`config.mk`:
```
export PLATFORM = sky130hd
export DESIGN_NAME = imem_dmem_port_arbiter
export DESIGN_NICKNAME = d
export VERILOG_FILES = /design/src/rtl/arb_pkg.sv /design/src/rtl/imem_dmem_port_arbiter.sv
export SDC_FILE = /design/constraint.sdc
export NUM_CORES = 1
export LEC_CHECK = 0
export CAP_MARGIN = 15
export CORE_ASPECT_RATIO = 1.75
export CORE_UTILIZATION = 30
export DETAILED_ROUTE_END_ITERATION = 8
export GPL_TIMING_DRIVEN = 0
export PLACE_DENSITY = 0.85
export SYNTH_ARGS = -nofsm -noshare
export SYNTH_HDL_FRONTEND = slang
export SYNTH_SLANG_ARGS = --single-unit
```
`constraint.sdc`:
```
create_clock -name clk -period 1.4 [get_ports clk]
set_input_delay 0.28 -clock clk [delete_from_list [all_inputs] [get_ports clk]]
set_output_delay 0.28 -clock clk [all_outputs]
set_load 0.05 [all_outputs]
```
`src/rtl/arb_pkg.sv`:
```
// Shared encodings for the instruction/data memory port arbiter.
package arb_pkg;

    // Arbiter FSM state encoding
    localparam logic [1:0] ARB_IDLE     = 2'd0;
    localparam logic [1:0] ARB_BUSY_IF  = 2'd1;
    localparam logic [1:0] ARB_BUSY_DM  = 2'd2;
    localparam logic [1:0] ARB_DRAIN_IF = 2'd3;

    // Requester identifiers used by the grant logic
    localparam logic REQ_IF = 1'b0;
    localparam logic REQ_DM = 1'b1;

endpackage

```
`src/rtl/imem_dmem_port_arbiter.sv`:
```
// Shares one single-ported, variable-latency memory between instruction fetch
// and the MEM stage. DM normally wins a collision; a saturating starvation
// counter hands the port to IF after STARVE_LIMIT consecutive DM grants.
module imem_dmem_port_arbiter
    import arb_pkg::*;
#(
    parameter int ADDR_W       = 32,
    parameter int DATA_W       = 32,
    parameter int STARVE_LIMIT = 4
) (
    input  logic                clk,
    input  logic                rst_n,
    input  logic                if_req,
    input  logic [ADDR_W-1:0]   if_addr,
    input  logic                if_flush,
    output logic                if_done,
    output logic [DATA_W-1:0]   if_rdata,
    input  logic                dm_req,
    input  logic                dm_we,
    input  logic [ADDR_W-1:0]   dm_addr,
    input  logic [DATA_W-1:0]   dm_wdata,
    input  logic [DATA_W/8-1:0] dm_be,
    output logic                dm_done,
    output logic [DATA_W-1:0]   dm_rdata,
    output logic                stall_if,
    output logic                stall_mem,
    output logic                mem_req_o,
    output logic                mem_we_o,
    output logic [ADDR_W-1:0]   mem_addr_o,
    output logic [DATA_W-1:0]   mem_wdata_o,
    output logic [DATA_W/8-1:0] mem_be_o,
    input  logic                mem_ack_i,
    input  logic [DATA_W-1:0]   mem_rdata_i
);

    localparam int         BE_W    = DATA_W / 8;
    localparam logic [3:0] LIMIT_C = 4'(STARVE_LIMIT);

    logic [1:0] state;
    logic [1:0] state_next;
    logic [3:0] starve_cnt;
    logic       if_elig;
    logic       grant_valid;
    logic       grant_id;

    // Arbitration: only evaluated in IDLE, so no grant can happen on an ack cycle
    always_comb begin
        if_elig     = if_req & ~if_flush;
        grant_valid = 1'b0;
        grant_id    = REQ_IF;
        if (state == ARB_IDLE) begin
            if (dm_req && (!if_elig || (starve_cnt < LIMIT_C))) begin
                grant_valid = 1'b1;
                grant_id    = REQ_DM;
            end else if (if_elig) begin
                grant_valid = 1'b1;
                grant_id    = REQ_IF;
            end
        end
    end

    // State register
    always_ff @(posedge clk or negedge rst_n) begin
        if (!rst_n) begin
            state <= ARB_IDLE;
        end else begin
            state <= state_next;
        end
    end

    // Next-state logic; a flush during a fetch drains it rather than aborting the bus cycle
    always_comb begin
        state_next = state;
        case (state)
            ARB_IDLE: begin
                if (grant_valid) begin
                    state_next = (grant_id == REQ_DM) ? ARB_BUSY_DM : ARB_BUSY_IF;
                end
            end
            ARB_BUSY_IF: begin
                if (mem_ack_i) begin
                    state_next = ARB_IDLE;
                end else if (if_flush) begin
                    state_next = ARB_DRAIN_IF;
                end
            end
            ARB_BUSY_DM,
            ARB_DRAIN_IF: begin
                if (mem_ack_i) begin
                    state_next = ARB_IDLE;
                end
            end
            default: state_next = ARB_IDLE;
        endcase
    end

    // Output decode: request strobe, done pulses and stalls (stalls forced low in reset)
    always_comb begin
        mem_req_o = (state != ARB_IDLE);
        if_done   = (state == ARB_BUSY_IF) & mem_ack_i & ~if_flush;
        dm_done   = (state == ARB_BUSY_DM) & mem_ack_i;
        stall_if  = rst_n & if_req & ~if_done;
        stall_mem = rst_n & dm_req & ~dm_done;
    end

    assign if_rdata = mem_rdata_i;
    assign dm_rdata = mem_rdata_i;

    // Starvation counter: counts DM wins over a waiting IF, saturating at 15
    always_ff @(posedge clk or negedge rst_n) begin
        if (!rst_n) begin
            starve_cnt <= 4'd0;
        end else if (!if_req) begin
            starve_cnt <= 4'd0;
        end else if (grant_valid && (grant_id == REQ_IF)) begin
            starve_cnt <= 4'd0;
        end else if (grant_valid && (grant_id == REQ_DM) && if_elig && (starve_cnt != 4'hF)) begin
            starve_cnt <= starve_cnt + 4'd1;
        end
    end

    // Operand capture: the winner's operands are held until the access ends
    always_ff @(posedge clk or negedge rst_n) begin
        if (!rst_n) begin
            mem_we_o    <= 1'b0;
            mem_addr_o  <= '0;
            mem_wdata_o <= '0;
            mem_be_o    <= '0;
        end else if (grant_valid) begin
            if (grant_id == REQ_DM) begin
                mem_we_o    <= dm_we;
                mem_addr_o  <= dm_addr;
                mem_wdata_o <= dm_wdata;
                mem_be_o    <= dm_be;
            end else begin
                mem_we_o    <= 1'b0;
                mem_addr_o  <= if_addr;
                mem_wdata_o <= '0;
                mem_be_o    <= {BE_W{1'b1}};
            end
        end
    end

endmodule

```
==> metrics.txt <==
DR WL/cell=18.5 um; post-synthesis cell area=3490 um^2; Ys Warns=0; initial antenna violation count=0; routability cong.=around 0.77; top cells by area, synth=dfrtp_1 54%, a22o_1 16%, buf_4 14%, a21o_1 6.9%, buf_2 1.6%; Site Rows=51; clock root buffer=clkbuf_16; Ports=between 200 and 300; peak supply drop=1710 uV; total global-route track usage=21.0%; Worst EP arrival=1380 ps; Core Box Area=11200 um^2; Lkg Pwr=3.44 nW; Setup WS post-layout=-256 ps; initial core utilization=31.1%; Synth cell types=29; crit path max fanout=4; most frequent cells in the layout=101 x clkdlybuf4s50_1, 75 x buf_4, 74 x dfrtp_1; Seq/Total Area, Yosys=53.8%; die area=between 10000 and 15000 um^2; CTS tree=done; placed cell count=668; fillcell total=about 910; Clk pwr share=15.0%; most common cell after layout, fill and taps aside=clkdlybuf4s50_1; die height=145 um; PortBufs=between 200 and 250; largest net degree at the start of global routing=between 40 and 50; WP data required=1120 ps; CP Capture Type=output port; max-cap violations=0; Sw Share=45.9%; Initial DRC Count=72; Worst Tran Pin Value=545 ps; total CTS buffers=9; Reg power frac=23.1%; Syn Inst Count=a little under 300; Routed Antenna Nets=0; fin crit period=1660 ps; period utilisation layout=118%; worst slack at placement=-1090 ps; RSZ-0062 raised after global routing=yes; via-per-instance ratio=between 4 and 5; Max Buffers Root-to-Sink=2; Worst-Skew Late Latency=~330 ps; vias in the first global route=between 3k and 4k; Die W=83.5 um; final hold vios=34; max-slew violation count=0; Non-Filler Instances=710; CP Launch Type=flip-flop; sw power=approximately 7.5 mW; Residual DRC=0; top-area cell type share of the netlist area=53.8%; Post-Syn Nets=around 430; Comb power frac=62.0%; PD cells=2330 nW/um^2; Worst Hold Class=primary input to async pin; htree depth=3; syn avg cell area=12.0 um^2; WHS=-156 ps; DP HPWL=9.84 mm; DRT Wirelength=13.1 mm; fin nets=about 710; clk_skew=~5.8 ps; failing checks=hold timing, setup timing; Int Pwr=8.85 mW; area grow syn2layout=101%; largest area contributor in the netlist=dfrtp_1; slew margin rel.=63.8%; crit path kind=flip-flop to output port; Yosys reg bits=75; n_diodes=0; status=complete, but fails checks; Vias=3475; first-pass GRT wire length=19.5 mm; drt pass-1 iters=4; setup TNS=-12130 ps; CTS sink cnt=75; endpoints failing setup=75; Worst-path clk slew=~60 ps; fraction of layout cells with a size suffix above 1=a little under two fifths; GRT overflow=0; Max Freq=just over 600 MHz
## timing repair
| action | 4_1_cts | 5_1_grt |
|---|---|---|
| pin swaps | 7 | 2 |
| setup endpoints to repair | 205 | 83 |
| hold endpoints to repair | 34 | 34 |
| resized for setup | 380 | 12 |
| buffers inserted | 16 | 0 |
| gates cloned | 10 | 0 |
## worst paths after layout
| kind | from | endpoint | slack, ps | cells past startpoint |
|---|---|---|---|---|
| max | state[1] | if_done | -260 | 2 |
| min | rst_n | mem_wdata_o[27] | -160 | 1 |
| max reg2reg | state[0] | mem_addr_o[0] | -220 | 7 |
| min reg2reg | mem_be_o[0] | mem_be_o[0] | 490 | 1 |
| max in group asynchronous | rst_n | mem_addr_o[15] | 1000 | 2 |
| min in group clk | mem_ack_i | state[0] | 270 | 2 |
## cell type report
class,instances,area [um^2],area share (%)
inverter,2,7.51,0.107
multi-input combinational,133,1120,15.9
clock buffer,10,229,3.26
clock inverter,6,90.1,1.28
sequential,75,1880,26.8
buffer,81,724,10.3
timing repair buffer,271,2810,40.0
tap,132,165,2.35
## through the flow
| step | total power [mW] | instance area (um^2) | utilization (%) | hold slack, ps |
|---|---|---|---|---|
| floorplan | 9.76 | 3520 | - | -15.6 |
| global route | 17.1 | 7020 | 62.5 | -137 |
| CTS | 16.5 | 7000 | 62.3 | -79.9 |
| finish | 16.4 | 7020 | 62.5 | -156 |
| global placement | 12.8 | 6130 | 54.6 | 472 |
| detailed placement | 13.0 | 6150 | 54.7 | 274 |
## critical path: stages (launching register included)
cell	delay (ps)
dfrtp_2	450
nor4b_4	390
buf_6	220
## synthesized netlist by cell type, drive strengths merged
master	n
buf	77
dfrtp	75
a22o	65
a21o	32
nor2	9
clkbuf	4
nand2	4
o22a	4
and3	3
inv	2
o21ai	2
a211o	1
a21oi	1
a31oi	1
and2b	1
ha	1
nand2b	1
nand3	1
nand4	1
nor4b	1
o211a	1
o211ai	1
o22ai	1
o41a	1
xor2	1
## cells by family after synthesis
group	count (synthesis)	synth area share, %
compound gates	110	26.1
xor+xnor	1	0.251
fa+ha+maj	1	0.359
buf+inv	83	16.5
flops	75	53.8
simple gates	21	2.98
## power groups by stage
stage          Sequential [mW]  Combinational [mW]  Clock [mW]
2_1_floorplan             7.03                2.73           0
3_3_place_gp              3.71                9.06           0
3_5_place_dp              3.77                9.23           0
4_1_cts                   3.78                10.2        2.52
5_1_grt                   3.89                10.6        2.61
6_report                  3.78                10.1        2.45
## metal layers
metal	track usage [%]	share of wire, %	vias up
li1	-	-	1569
met5	0	0	-
met3	7.60	9.5	26
met2	40.9	56	200
met1	19.8	32	1680
met4	8.30	2.8	0
## registers in the layout, summed over array words and instances (netlist names)
name	flops
starve_cnt	4
state	2
mem_we_o	1
mem_wdata_o	32
mem_addr_o	32
mem_be_o	4
(Power assumes the default switching activity.)
